### src/rtl/acc_sequencer_pkg.sv
// Shared widths, ALU command codes, opcodes and FSM encodings for the accumulator
// sequencer and its decoder.
package acc_sequencer_pkg;

  localparam int unsigned DATA_W = 8;
  localparam int unsigned SEL_W  = 3;

  localparam logic [SEL_W-1:0] ALU_THA = 3'd0;
  localparam logic [SEL_W-1:0] ALU_THB = 3'd1;
  localparam logic [SEL_W-1:0] ALU_ADD = 3'd2;
  localparam logic [SEL_W-1:0] ALU_SUB = 3'd3;
  localparam logic [SEL_W-1:0] ALU_AND = 3'd4;
  localparam logic [SEL_W-1:0] ALU_OR  = 3'd5;

  localparam int unsigned OP_NOP  = 0;
  localparam int unsigned OP_LDI  = 1;
  localparam int unsigned OP_ADDI = 2;
  localparam int unsigned OP_SUBI = 3;
  localparam int unsigned OP_ANDI = 4;
  localparam int unsigned OP_ORI  = 5;
  localparam int unsigned OP_JMP  = 6;
  localparam int unsigned OP_JZ   = 7;
  localparam int unsigned OP_HALT = 8;

  localparam logic [1:0] StIdle  = 2'd0;
  localparam logic [1:0] StFetch = 2'd1;
  localparam logic [1:0] StExec  = 2'd2;
  localparam logic [1:0] StHalt  = 2'd3;

  typedef struct packed {
    logic [SEL_W-1:0] com;
    logic             use_imm;
    logic             is_jmp;
    logic             is_jz;
    logic             is_halt;
    logic             is_illegal;
  } dec_t;

endpackage

### src/rtl/acc_decode.sv
// Combinational opcode decoder: maps an opcode to its ALU command and control flags.
module acc_decode
  import acc_sequencer_pkg::*;
#(
  parameter int unsigned OP_W = 4
) (
  input  logic [OP_W-1:0] opcode_i,
  output dec_t            dec_o
);

  always_comb begin
    dec_o = '{com: ALU_THA, use_imm: 1'b0, is_jmp: 1'b0, is_jz: 1'b0,
              is_halt: 1'b0, is_illegal: 1'b0};
    unique case (opcode_i)
      OP_W'(OP_NOP):  ;
      OP_W'(OP_LDI):  begin dec_o.com = ALU_THB; dec_o.use_imm = 1'b1; end
      OP_W'(OP_ADDI): begin dec_o.com = ALU_ADD; dec_o.use_imm = 1'b1; end
      OP_W'(OP_SUBI): begin dec_o.com = ALU_SUB; dec_o.use_imm = 1'b1; end
      OP_W'(OP_ANDI): begin dec_o.com = ALU_AND; dec_o.use_imm = 1'b1; end
      OP_W'(OP_ORI):  begin dec_o.com = ALU_OR;  dec_o.use_imm = 1'b1; end
      OP_W'(OP_JMP):  dec_o.is_jmp  = 1'b1;
      OP_W'(OP_JZ):   dec_o.is_jz   = 1'b1;
      OP_W'(OP_HALT): dec_o.is_halt = 1'b1;
      default:        dec_o.is_illegal = 1'b1;
    endcase
  end

endmodule

### src/rtl/acc_sequencer.sv
// Fetch/execute sequencer feeding the accumulator datapath: two cycles per instruction,
// registered com/datain, JMP/JZ branching on accout, HALT with start/busy/done handshake.
module acc_sequencer
  import acc_sequencer_pkg::*;
#(
  parameter int unsigned PC_W = 8,
  parameter int unsigned OP_W = 4
) (
  input  logic                   clock,
  input  logic                   reset_n,
  input  logic                   start,
  output logic [PC_W-1:0]        imem_addr,
  input  logic [OP_W+DATA_W-1:0] imem_data,
  output logic [SEL_W-1:0]       com,
  output logic [DATA_W-1:0]      datain,
  input  logic [DATA_W-1:0]      accout,
  output logic                   busy,
  output logic                   done,
  output logic                   illegal
);

  localparam int unsigned IW = OP_W + DATA_W;

  logic [1:0]        state_q, state_d;
  logic [PC_W-1:0]   pc_q, pc_d;
  logic [IW-1:0]     ir_q, ir_d;
  logic [SEL_W-1:0]  com_q, com_d;
  logic [DATA_W-1:0] datain_q, datain_d;
  logic              busy_q, busy_d;
  logic              done_q, done_d;
  logic              illegal_q, illegal_d;

  logic [OP_W-1:0]   dec_op;
  dec_t              dec;
  logic [DATA_W-1:0] fetch_imm;
  logic [DATA_W-1:0] ir_imm;

  // One decoder serves both states: in FETCH it looks ahead at the incoming word so
  // com/datain are registered in time for EXEC; in EXEC it decodes the held ir.
  assign dec_op    = (state_q == StFetch) ? imem_data[IW-1 -: OP_W] : ir_q[IW-1 -: OP_W];
  assign fetch_imm = imem_data[DATA_W-1:0];
  assign ir_imm    = ir_q[DATA_W-1:0];

  acc_decode #(
    .OP_W (OP_W)
  ) u_decode (
    .opcode_i (dec_op),
    .dec_o    (dec)
  );

  always_comb begin
    state_d   = state_q;
    pc_d      = pc_q;
    ir_d      = ir_q;
    com_d     = ALU_THA;
    datain_d  = '0;
    illegal_d = illegal_q;

    case (state_q)
      StIdle, StHalt: begin
        if (start) begin
          state_d   = StFetch;
          pc_d      = '0;
          illegal_d = 1'b0;
        end
      end
      StFetch: begin
        ir_d     = imem_data;
        pc_d     = pc_q + PC_W'(1);
        state_d  = StExec;
        com_d    = dec.com;
        datain_d = dec.use_imm ? fetch_imm : '0;
      end
      StExec: begin
        state_d = dec.is_halt ? StHalt : StFetch;
        // accout here already reflects the previous instruction's result.
        if (dec.is_jmp || (dec.is_jz && (accout == '0))) begin
          pc_d = PC_W'(ir_imm);
        end
        if (dec.is_illegal) begin
          illegal_d = 1'b1;
        end
      end
      default: state_d = StIdle;
    endcase

    busy_d = (state_d == StFetch) || (state_d == StExec);
    done_d = (state_d == StHalt);
  end

  always_ff @(posedge clock or negedge reset_n) begin
    if (!reset_n) begin
      state_q   <= StIdle;
      pc_q      <= '0;
      ir_q      <= '0;
      com_q     <= ALU_THA;
      datain_q  <= '0;
      busy_q    <= 1'b0;
      done_q    <= 1'b0;
      illegal_q <= 1'b0;
    end else begin
      state_q   <= state_d;
      pc_q      <= pc_d;
      ir_q      <= ir_d;
      com_q     <= com_d;
      datain_q  <= datain_d;
      busy_q    <= busy_d;
      done_q    <= done_d;
      illegal_q <= illegal_d;
    end
  end

  assign imem_addr = pc_q;
  assign com       = com_q;
  assign datain    = datain_q;
  assign busy      = busy_q;
  assign done      = done_q;
  assign illegal   = illegal_q;

endmodule

### config.mk
export PLATFORM = sky130hd
export DESIGN_NAME = acc_sequencer
export DESIGN_NICKNAME = d
export VERILOG_FILES = /design/src/rtl/acc_sequencer_pkg.sv /design/src/rtl/acc_decode.sv /design/src/rtl/acc_sequencer.sv
export SDC_FILE = /design/constraint.sdc
export NUM_CORES = 1
export LEC_CHECK = 0
export ABC_AREA = 1
export CAP_MARGIN = 20
export CORE_MARGIN = 2
export CORE_UTILIZATION = 30
export DETAILED_ROUTE_END_ITERATION = 16
export PLACE_DENSITY = 0.55
export SYNTH_ARGS = -nofsm -noshare
export SYNTH_HDL_FRONTEND = slang
export SYNTH_HIERARCHICAL = 1
export SYNTH_SLANG_ARGS = --single-unit
### constraint.sdc
create_clock -name clock -period 4.18 [get_ports clock]
set_input_delay 0.627 -clock clock [delete_from_list [all_inputs] [get_ports clock]]
set_output_delay 0.627 -clock clock [all_outputs]
set_load 0.03 [all_outputs]
# ---- After elaboration in Yosys (flattened, before gate mapping)
# Index checks and enable logic that the tools add are counted.
# Widths: inputs -> output; s select.
dict set report classes {
  reduce_logical 11
  add_sub_neg 1
  n_eq_ne 17
  n_mux 17
}
# operator count
set op_table {}
lappend op_table {{$mux 8} 4}
lappend op_table {{$pmux 8 s3} 1}
lappend op_table {{$pmux 4 s5} 1}
lappend op_table {{$eq 4x3->1 const B} 4}
lappend op_table {{$reduce_or 9->1} 1}
lappend op_table {{$add 8x1->8 const B} 1}
lappend op_table {{$eq 2x2->1 const B} 4}
lappend op_table {{$eq 4x2->1 const B} 2}
lappend op_table {{$logic_not 8->1} 1}
lappend op_table {{$ne 2x2->1 const B} 3}
lappend op_table {{$pmux 2 s3} 1}
lappend op_table {{$mux 1} 5}
lappend op_table {{$eq 2x1->1 const B} 2}
lappend op_table {{$eq 4x1->1 const B} 1}
lappend op_table {{$eq 4x4->1 const B} 1}
lappend op_table {{$logic_not 4->1} 1}
lappend op_table {{$mux 2} 2}
lappend op_table {{$mux 4} 1}
lappend op_table {{$mux 3} 1}
lappend op_table {{$reduce_and 3->1} 1}
lappend op_table {{$logic_not 2->1} 1}
lappend op_table {{$logic_or 1x1->1} 2}
lappend op_table {{$pmux 1 s2} 1}
lappend op_table {{$reduce_and 2->1} 1}
lappend op_table {{other kinds (3)} 3}
dict set report word_totals {
  word_cells 54
  in_bits 23
  out_inout_bits 22
  regBits 36
}

# ---- Logic depth before layout (Yosys ltp)
# Gate-level depths: netlist of the first run.
dict set report depth {
  ltp_word 8
  mapped_depth 17
  depth_no_buf 15
}

# ---- By module
# The synthesis of the first run kept the hierarchy.
# mod area_each_um2 seq_area_each_um2 cells_per_inst instances
set modules_own_cells {}
lappend modules_own_cells {acc_sequencer 1621.6 900.9 190 1}
lappend modules_own_cells {acc_decode 102.6 0.0 24 1}

# ---- Least setup slack after synthesis of the first run
# Ideal clock, no wire load.
dict set report synth_timing {
  path_type {flip-flop to flip-flop}
  from {register state_q[0]}
  to {register pc_q[2] (netlist: imem_addr[2])}
  synth_period_minus_slack_ns 2.008
  required_ns 4.063
  setup_time_ns 0.117
  stages_incl_launch_ff 16
  path_slack_ns 2.172
  path_buffers 2
  t_arrival_ns 1.891
  cell_sequence {dfrtp_1 ha_1 buf_2 inv_1 buf_2 nand2_1 nand2_1 inv_2 nor2_4 inv_2 nor2_1 nand2_1 o21ai_4 nand2_4 nand2_1 nand2_1}
}
# element line_no
set synth_lines {}
lappend synth_lines {{from (decl)} acc_sequencer.sv:24} ;# logic [1:0] state_q, state_d;
lappend synth_lines {{from (signal assigned)} acc_sequencer.sv:93} ;# state_q <= StIdle;
lappend synth_lines {{from (signal assigned)} acc_sequencer.sv:102} ;# state_q <= state_d;
lappend synth_lines {{to (signal assigned)} acc_sequencer.sv:103} ;# pc_q <= pc_d;
lappend synth_lines {{to (decl)} acc_sequencer.sv:25} ;# logic [PC_W-1:0] pc_q, pc_d;

==> results.py, run 1 <==
metrics = {
    "outcome": {
        "outcome": "complete, no violations",
    },
    "floorplan": {
        "floorplan.die_area_mm2": 0.00637,
        "die_x_um": 79.8,
        "die-height_um": 79.8,
        "design.portCount": 45,
        "area_of_the_core_mm2": 0.00554,
        "row_count": 27,
        "floorplan.initialDensity": 0.311,
    },
    "logic_synthesis": {
        "syn_area_mm2": 0.00172,
        "mappedNetlistNets": 241,
        "share_of_the_synthesized_area_in_the_top_cell_type": 0.522,
        "ys.warnings.count": 6,
        "post-synth-top-area-cell": "dfrtp_1",
        "synth_commonest_cells": "nand2_1, dfrtp_1, nor2_1, inv_1, nand3_1",
        "async_flop_share": 1.00,
        "syn_area_per_cell_um2": 8.06,
        "ys_dominant_reg_cell": "dfrtp_1",
        "ys_types": 23,
        "synthTopCellsByArea": "dfrtp_1, nand2_1, nand3_1",
        "yosysMostFrequentCell": "nand2_1",
        "synth_enable_flop_cells": 0,
        "synth-seq-area-share": 0.522,
        "synth_cells": 214,
        "yosys_register_bits": 36,
    },
    "setup_path": {
        "critical_path.reg2reg.endpoint": "imem_addr[6]$_DFFE_PN0P_",
        "crit_path_max_fanout": 26,
        "critPathMaxStageDelay_ps": 410,
        "cp_cell_sequence": "ha_1, buf_4, inv_1, nand2_1, nand2_1, inv_2, nor2_4, inv_2, nor2_1, nand2_1, nor2_1, nor2_1, nor2_1, nand2_1, nand2_1",
        "timing.critical_path.required_ps": 4410,
        "timing.critical_path.slowest_stage_cell": "dfrtp_1",
        "timing.reg2reg.setup_slack_ps": 1720,
        "critical-path-top-delay-family": "simple AND/OR/NAND/NOR gates",
        "worst_r2r_path_depth": 15,
        "critPathBufInv": 4,
        "end_kind": "flop",
        "critPathKind": "flop to flop",
        "startpoint_type_of_the_worst_setup_path": "flop",
        "path_common_cell": "nand2_1",
        "crit_arrival_ps": 2690,
        "rr_startpoint": "state_q[0]$_DFF_PN0_",
    },
    "pwr": {
        "power_dens_cells_mw_per_mm2": 729,
        "leakage_nw": 1.17,
        "power.ir.vdd_worst_mv": 0.209,
        "power_mw": 1.70,
    },
    "sta": {
        "peak_freq_ghz": 0.406,
        "worst_slew_margin_rel": 0.704,
        "final-max-slew-violation-count": 0,
        "period_minus_slack_ps": 2460,
        "holdWs_ps": 480,
        "finalSetupViolations": 0,
        "tightestPinTransition_ps": 443,
        "rsz0062_at_grt": "no",
        "finalHoldViolations": 0,
        "post-route-period-util": 0.590,
        "final_setup_skew_ps": 4.73,
        "finalSetupTns_ps": 0,
    },
    "global_routing": {
        "antenna_found_initial": 0,
        "gr-usage-met3": 0.0430,
        "grt_start_max_net_pins": 37,
        "first_global_vias": 1432,
        "grt.overflow.total": 0,
        "globalRoute.busiestLayer": "met2",
        "globalRouteMet2Util": 0.216,
        "global_route.usage.total": 0.134,
        "grt_first_pass_wirelength_um": 6520,
        "globalRouteMet1Util": 0.172,
    },
    "clock_tree": {
        "clkSinkCount": 36,
        "cts-buffers-inserted": 5,
        "cts_root_buf": "clkbuf_8",
        "postCtsSetupBuffers": 0,
        "post_cts_resize_count": 0,
        "cts.hold.buffers_added": 0,
        "tritoncts": "done",
        "worstSkewPairLatency_ps": 290,
        "h-tree-depth": 2,
        "clockBufferDepth": 2,
        "clock_pin_slew_of_the_registers_on_the_worst_case_setup_and_hold_paths_ps": 70,
    },
    "routing": {
        "drt-initial-drc-count": 84,
        "drtPass1Iterations": 4,
        "num_vias": 1469,
        "avgRoutedWirePerCell_um": 11.5,
        "route.final.wire_length_um": 3870,
        "detail-route-antenna-nets": 0,
        "drc": 0,
        "ratio_of_routed_vias_to_standard_cells": 4.37,
    },
    "final_layout": {
        "drive_above_1_share": 0.0871,
        "fillers": 588,
        "syn_to_final_growth_pct": 35.6,
        "layout.nets": 290,
        "diodes": 0,
        "postLayoutCellArea_mm2": 0.00234,
    },
    "min_path": {
        "min-delay-start": "ir_q[4]$_DFFE_PN0P_",
        "min_path_type": "flop to flop",
        "worstHoldEndpoint": "ir_q[4]$_DFFE_PN0P_",
        "hold_path_depth": 2,
    },
    "run": {
        "max-cap-violations": 0,
    },
    "placement": {
        "dpl_cell_area_mm2": 0.00225,
        "hpwl_after_detailed_placement_um": 2840,
        "io_buffer_count": 44,
        "finalWeightedCongestion": 0.825,
    },
}
==> layout by cell type (no fill, tap or decap) <==
master and count:
nor2_4 3, clkinv_2 2, nand2_2 2, clkdlybuf4s50_1 44, buf_4 2, inv_2 4
o21bai_1 2, a21oi_1 1, xnor2_1 1, clkbuf_8 5, nand2_1 84, nand2_4 1
o21ai_4 1, nor2_2 1, ha_1 4, o21a_1 1, nor2_1 21, o21ai_0 5
clkinv_4 1, a21boi_1 1, nand3_1 16, or2_4 1, inv_1 20, dfrtp_1 36
nor3_1 1, o22ai_1 3, o211ai_1 1
==> logic make-up after synthesis <==
| family | share of synthesized area |
|---|---|
| and+or+nand+nor | 0.320 |
| DFF | 0.522 |
| buffers and inverters | 0.0639 |
| AOI/OAI and AO/OA | 0.0595 |
| adders and majority gates | 0.0290 |
| xor gates and xnor gates | 0.00508 |
==> flip-flops by register name, indices dropped and copies added (netlist names) <==
name	count
busy	1
imem_addr	8
done	1
com	3
state_q	2
ir_q	12
datain	8
illegal	1
==> cell type report <==
class | instances | area (um2) | share of cell area
multi-input combinational | 150 | 713 | 0.305
clock buffer | 5 | 68.8 | 0.0294
inverter | 24 | 90.1 | 0.0385
tap | 72 | 90.1 | 0.0385
timing repair buffer | 46 | 455 | 0.195
clock inverter | 3 | 18.8 | 0.00803
sequential | 36 | 901 | 0.385
==> tightest hold or removal path, delay by kind of cell (launching register included) <==
kind,cells,cell delay (ps)
flip-flops,1,350
AND/OR/NAND/NOR,2,100
==> layer usage <==
layer / vias to the layer above / share of wire
li1: 757 / -
met2: 39 / 0.46
met3: 2 / 0.063
met1: 671 / 0.47
met5: - / 0
met4: 0 / 0.0070
==> power breakdown <==
part | internal (mW) | switching [mW]
Combinational | 0.316 | 0.573
Clock | 0.116 | 0.127
Sequential | 0.487 | 0.0846
==> per-stage QoR <==
stage          instances  utilization  worst slack (ps)
6_report             336        0.422              1720
5_1_grt              336        0.422              1430
4_1_cts              336        0.422              1710
3_5_place_dp         328        0.406              1750
3_3_place_gp         328        0.406              1830
2_1_floorplan        214            -              2170
==> how the worst max path moves through the flow <==
stage / from / to / slack (ps) / cells after the start
2_1_floorplan: state_q[0]$_DFF_PN0_ / imem_addr[2]$_DFFE_PN0P_ / 2170 / 15
3_3_place_gp: state_q[0]$_DFF_PN0_ / imem_addr[0]$_DFFE_PN0P_ / 1830 / 14
3_5_place_dp: state_q[0]$_DFF_PN0_ / imem_addr[6]$_DFFE_PN0P_ / 1750 / 15
4_1_cts: state_q[0]$_DFF_PN0_ / imem_addr[6]$_DFFE_PN0P_ / 1710 / 15
5_1_grt: state_q[1]$_DFF_PN0_ / imem_addr[5]$_DFFE_PN0P_ / 1430 / 15
6_report: state_q[0]$_DFF_PN0_ / imem_addr[6]$_DFFE_PN0P_ / 1720 / 15
No activity file was read; power rests on OpenSTA's default activity.
==> run 2, diff against run 1 <==
==> constraint.sdc (replaced) <==
create_clock -name clock -period 2.4 [get_ports clock]
set_input_delay 0.36 -clock clock [delete_from_list [all_inputs] [get_ports clock]]
set_output_delay 0.36 -clock clock [all_outputs]
set_load 0.03 [all_outputs]
==> run 2 against run 1 <==
Compared with the run above: final cell count grew 0.60%; maximum frequency up 21%; critical path depth fell by 1; combinational power is 76% higher; routed wire length down 1.7%; sequential power is 73% higher; critical endpoint is now imem_addr[4]$_DFFE_PN0P_; highest routed layer unchanged.
==> results.py, run 2 (synthesis results as in run 1) <==
metrics = {
    "clock_tree": {
        "cts_root_buf": "clkbuf_8",
        "cts-buffers-inserted": 5,
        "clkSinkCount": 36,
        "tritoncts": "done",
        "clockBufferDepth": 2,
        "clock_pin_slew_of_the_registers_on_the_worst_case_setup_and_hold_paths_ps": 70,
        "post_cts_resize_count": 0,
        "worstSkewPairLatency_ps": 290,
        "h-tree-depth": 2,
        "postCtsSetupBuffers": 0,
        "cts.hold.buffers_added": 0,
    },
    "placement": {
        "dpl_cell_area_mm2": 0.00226,
        "finalWeightedCongestion": 0.826,
        "dpl_worst_slack_ps": 359,
        "io_buffer_count": 44,
        "placedCellCount": 330,
        "hpwl_after_detailed_placement_um": 2820,
    },
    "pwr": {
        "power_mw": 3.10,
        "power_dissipated_by_switching_net_loads_mw": 1.37,
        "internal_power_mw": 1.73,
        "leakage_nw": 1.18,
        "power.ir.vdd_worst_mv": 0.408,
        "power_dens_cells_mw_per_mm2": 1300,
        "power.sequential.fraction": 0.320,
        "clockPowerShare": 0.172,
        "sw_frac_of_total": 0.441,
        "share_comb_of_total_power": 0.508,
    },
    "sta": {
        "period_minus_slack_ps": 2030,
        "tightestPinTransition_ps": 461,
        "finalSetupViolations": 0,
        "final-max-slew-violation-count": 0,
        "worst_slew_margin_rel": 0.693,
        "layout_setup_ws_ps": 365,
        "holdWs_ps": 484,
        "post-route-period-util": 0.848,
        "finalHoldViolations": 0,
        "peak_freq_ghz": 0.492,
        "finalSetupTns_ps": 0,
        "final_setup_skew_ps": 4.89,
        "rsz0062_at_grt": "no",
    },
    "global_routing": {
        "grt.overflow.total": 0,
        "grt_first_pass_wirelength_um": 6440,
        "global_route.usage.total": 0.133,
        "first_global_vias": 1436,
        "antenna_found_initial": 0,
        "grt_start_max_net_pins": 37,
    },
    "floorplan": {
        "die-height_um": 79.8,
        "floorplan.die_area_mm2": 0.00637,
        "design.portCount": 45,
        "area_of_the_core_mm2": 0.00554,
        "floorplan.initialDensity": 0.311,
        "die_x_um": 79.8,
        "row_count": 27,
    },
    "routing": {
        "detail-route-antenna-nets": 0,
        "ratio_of_routed_vias_to_standard_cells": 4.25,
        "avgRoutedWirePerCell_um": 11.3,
        "drc": 0,
        "route.final.wire_length_um": 3810,
        "num_vias": 1436,
        "drt-initial-drc-count": 42,
        "drtPass1Iterations": 4,
    },
    "final_layout": {
        "top_register": "ir_q",
        "drive_above_1_share": 0.0940,
        "diodes": 0,
        "layout.nets": 292,
        "syn_to_final_growth_pct": 37.8,
        "postLayoutCellArea_mm2": 0.00238,
        "fin_util": 0.429,
        "final_common_cell": "nand2_1",
        "post_layout_nonfiller_instances": 338,
        "largest_register_ffs": 12,
        "commonest_cells_after_routing_fill_and_taps_aside": "nand2_1, clkdlybuf4s50_1, dfrtp_1",
    },
    "setup_path": {
        "crit_arrival_ps": 2220,
        "timing.critical_path.required_ps": 2580,
        "end_kind": "flop",
        "crit_path_max_fanout": 13,
        "critPathKind": "flop to flop",
        "startpoint_type_of_the_worst_setup_path": "flop",
    },
    "min_path": {
        "min_path_type": "flop to flop",
    },
    "outcome": {
        "outcome": "complete, no violations",
    },
    "run": {
        "max-cap-violations": 0,
    },
}
[run 2: final cells by class]
class / instances / area [um2]
multi-input cells: 150 / 713
fillers: 571 / 3160
clock inverters: 3 / 42.5
clock buffers: 5 / 68.8
flip-flops and latches: 36 / 901
inverters: 24 / 90.1
well taps: 72 / 90.1
repair buffers: 48 / 470
[run 2: per-layer routing]
layer | track usage | vias up | wire length [um]
li1 | - | 761 | -
met1 | 0.170 | 636 | 1810
met2 | 0.212 | 34 | 1740
met3 | 0.0419 | 5 | 212
met4 | 0.0458 | 0 | 45
met5 | 0 | - | 0
[run 2: final timing paths]
path / from / endpoint / slack (ps) / depth (start not counted)
setup reg to reg: state_q[1]$_DFF_PN0_ / imem_addr[4]$_DFFE_PN0P_ / 370 / 14
hold / removal: ir_q[3]$_DFFE_PN0P_ / ir_q[3]$_DFFE_PN0P_ / 480 / 2
min in group asynchronous: reset_n / imem_addr[0]$_DFFE_PN0P_ / 500 / 2
max in group asynchronous: reset_n / ir_q[2]$_DFFE_PN0P_ / 1580 / 2
hold reg to reg: ir_q[3]$_DFFE_PN0P_ / ir_q[3]$_DFFE_PN0P_ / 480 / 2
setup / recovery: state_q[1]$_DFF_PN0_ / imem_addr[4]$_DFFE_PN0P_ / 370 / 14
[run 2: power by group through the flow]
stage | Clock [mW] | Combinational (mW) | Sequential, mW
CTS | 0.552 | 1.60 | 0.994
detailed placement | 0 | 1.59 | 1.01
global placement | 0 | 1.59 | 1.00
floorplan | 0 | 0.829 | 1.22
finish | 0.533 | 1.57 | 0.990
global route | 0.583 | 1.78 | 1.03
[run 2: worst max-delay path, stage by stage, from the launching register on]
cell and delay, ps:
dfrtp_1 390, inv_1 80, ha_1 150, buf_4 190
nand2_1 70, nand2_1 130, inv_2 70, nor2_4 110
inv_2 50, nor2_1 70, nand2_1 120, o21ai_4 250
nand2_4 110, nand2_1 80, nand2_1 50
==> run 3, diff against run 2 <==
--- a/config.mk
+++ b/config.mk
@@ -10,7 +10,7 @@
 export CORE_MARGIN = 2
 export CORE_UTILIZATION = 30
 export DETAILED_ROUTE_END_ITERATION = 16
-export PLACE_DENSITY = 0.55
+export PLACE_DENSITY = 0.57
 export SYNTH_ARGS = -nofsm -noshare
 export SYNTH_HDL_FRONTEND = slang
 export SYNTH_HIERARCHICAL = 1
==> constraint.sdc (replaced) <==
create_clock -name clock -period 1.7 [get_ports clock]
set_input_delay 0.255 -clock clock [delete_from_list [all_inputs] [get_ports clock]]
set_output_delay 0.255 -clock clock [all_outputs]
set_load 0.03 [all_outputs]
==> run 3 against run 2 <==
Compared with the run above: the flow now finishes with violations (setup timing); global-route usage grew 1.2 points; non-clock buffer count is 29 higher; maximum frequency is 14% higher; largest cell class unchanged; highest routed layer unchanged.
==> results.py, run 3 (synthesis results as in run 1) <==
metrics = {
    "sta": {
        "final-max-slew-violation-count": 0,
        "finalSetupViolations": 10,
        "post-route-period-util": 1.05,
        "rsz0062_at_grt": "yes",
        "layout_setup_ws_ps": -78.5,
        "peak_freq_ghz": 0.562,
        "period_minus_slack_ps": 1780,
        "worst_slew_margin_rel": 0.690,
        "tightestPinTransition_ps": 464,
        "final_setup_skew_ps": 7.67,
        "finalHoldViolations": 0,
    },
    "routing": {
        "num_vias": 1643,
        "route.final.wire_length_um": 4230,
        "avgRoutedWirePerCell_um": 11.5,
        "drc": 0,
        "detail-route-antenna-nets": 0,
        "drtPass1Iterations": 5,
        "ratio_of_routed_vias_to_standard_cells": 4.48,
        "drt-initial-drc-count": 84,
    },
    "pwr": {
        "leakage_nw": 1.39,
        "power_dens_cells_mw_per_mm2": 1990,
        "power.ir.vdd_worst_mv": 0.962,
    },
    "clock_tree": {
        "cts-buffers-inserted": 5,
        "h-tree-depth": 2,
        "clockBufferDepth": 2,
        "clock_pin_slew_of_the_registers_on_the_worst_case_setup_and_hold_paths_ps": 80,
        "tritoncts": "done",
        "worstSkewPairLatency_ps": 290,
        "cts.hold.buffers_added": 0,
        "cts_root_buf": "clkbuf_8",
        "clkSinkCount": 36,
    },
    "setup_path": {
        "critPathKind": "flop to flop",
        "timing.reg2reg.setup_slack_ps": -80,
        "timing.critical_path.required_ps": 1890,
        "critPathMaxStageDelay_ps": 390,
        "critical_path.reg2reg.endpoint": "imem_addr[5]$_DFFE_PN0P_",
        "crit_arrival_ps": 1970,
        "end_kind": "flop",
        "startpoint_type_of_the_worst_setup_path": "flop",
        "timing.critical_path.slowest_stage_cell": "dfrtp_1",
        "rr_startpoint": "state_q[1]$_DFF_PN0_",
        "worst_r2r_path_depth": 13,
        "crit_path_max_fanout": 8,
        "cp_cell_sequence": "inv_2, ha_4, nand2_2, nand2_4, inv_2, nor2_4, inv_2, nor2_1, nand2_1, o21ai_4, nand2_4, nand2_1, nand2_1",
    },
    "final_layout": {
        "syn_to_final_growth_pct": 58.1,
        "diodes": 0,
        "drive_above_1_share": 0.281,
        "largest_register_ffs": 12,
        "top_register": "ir_q",
        "commonest_cells_after_routing_fill_and_taps_aside": "nand2_1, clkdlybuf4s50_1, dfrtp_1",
        "fin_util": 0.492,
        "layout.nets": 321,
        "final_common_cell": "nand2_1",
        "postLayoutCellArea_mm2": 0.00273,
    },
    "global_routing": {
        "antenna_found_initial": 0,
        "global_route.usage.total": 0.145,
        "first_global_vias": 1615,
        "grt_start_max_net_pins": 37,
        "grt_first_pass_wirelength_um": 7060,
        "grt.overflow.total": 0,
    },
    "min_path": {
        "min_path_type": "primary input to async pin",
    },
    "run": {
        "max-cap-violations": 0,
    },
    "outcome": {
        "failing_checks": "setup timing",
        "outcome": "finished with violations",
    },
    "floorplan": {
        "die_x_um": 79.8,
        "die-height_um": 79.8,
        "floorplan.initialDensity": 0.311,
        "area_of_the_core_mm2": 0.00554,
        "floorplan.die_area_mm2": 0.00637,
        "row_count": 27,
        "design.portCount": 45,
    },
    "placement": {
        "io_buffer_count": 44,
        "dpl_cell_area_mm2": 0.00241,
        "dpl_worst_slack_ps": -206,
        "hpwl_after_detailed_placement_um": 3040,
        "finalWeightedCongestion": 0.774,
    },
}
[run 3: changes by cell type in the layout (fill, tap and decap cells not counted), sizes merged]
cell and delta:
clkbuf +1, clkdlybuf4s50 -3, clkinvlp -1, buf +29, dlygate4sd2 +1, dlymetal6s2s +2
[run 3: how the worst max path moves through the flow]
stage                               startpoint                  endpoint
after floorplan           state_q[1]$_DFF_PN0_  imem_addr[2]$_DFFE_PN0P_
after global placement           imem_data[10]  imem_addr[4]$_DFFE_PN0P_
after detailed placement  state_q[1]$_DFF_PN0_  imem_addr[4]$_DFFE_PN0P_
after CTS                 state_q[0]$_DFF_PN0_  imem_addr[4]$_DFFE_PN0P_
after global routing      state_q[0]$_DFF_PN0_  imem_addr[3]$_DFFE_PN0P_
final                     state_q[1]$_DFF_PN0_  imem_addr[5]$_DFFE_PN0P_
[run 3: layout make-up]
cell class	count	area (um2)
fill	539	2820
inverter	24	95.1
multi-input combinational	150	828
timing repair buffer	77	703
clock inverter	2	35.0
clock buffer	6	72.6
tap	72	90.1
sequential	36	901
[run 3: worst max-delay path: cells and delay by family (launching register included)]
| kind | cells | cell delay [ps] |
|---|---|---|
| and+or+nand+nor | 8 | 700 |
| DFF | 1 | 390 |
| AOI/OAI and AO/OA | 1 | 220 |
| buffers and inverters | 3 | 170 |
| adders and majority gates | 1 | 190 |
[run 3: repair_timing]
action,CTS,global route
pin swaps,19,13
endpoints found under the hold margin,0,0
setup endpoints to repair,20,22
buffers inserted,10,2
resized for setup,14,25
cloned,0,0
[run 3: per-layer routing]
layer / vias up / track usage / share of wire
met2: 34 / 0.256 / 0.52
met3: 7 / 0.0362 / 0.043
li1: 817 / - / -
met5: - / 0 / 0
met4: 0 / 0.0458 / 0.013
met1: 785 / 0.173 / 0.42
[run 3: power breakdown]
part	internal, mW	total [mW]	leakage, nW	switching, mW
Combinational	1.46	3.28	0.864	1.82
Clock	0.435	0.757	0.0552	0.322
Sequential	1.20	1.38	0.470	0.177
Total	3.10	5.41	1.39	2.32
[run 3: per-stage QoR]
stage | std cells | hold slack [ps] | setup TNS (ps) | total power [mW]
3_3_place_gp | 347 | 464 | -1290 | 4.05
2_1_floorplan | 214 | -40.6 | -1320 | 3.00
5_1_grt | 367 | 417 | -2270 | 5.83
4_1_cts | 365 | 386 | -761 | 5.15
6_report | 367 | 369 | -637 | 5.41
3_5_place_dp | 347 | 474 | -2000 | 4.06
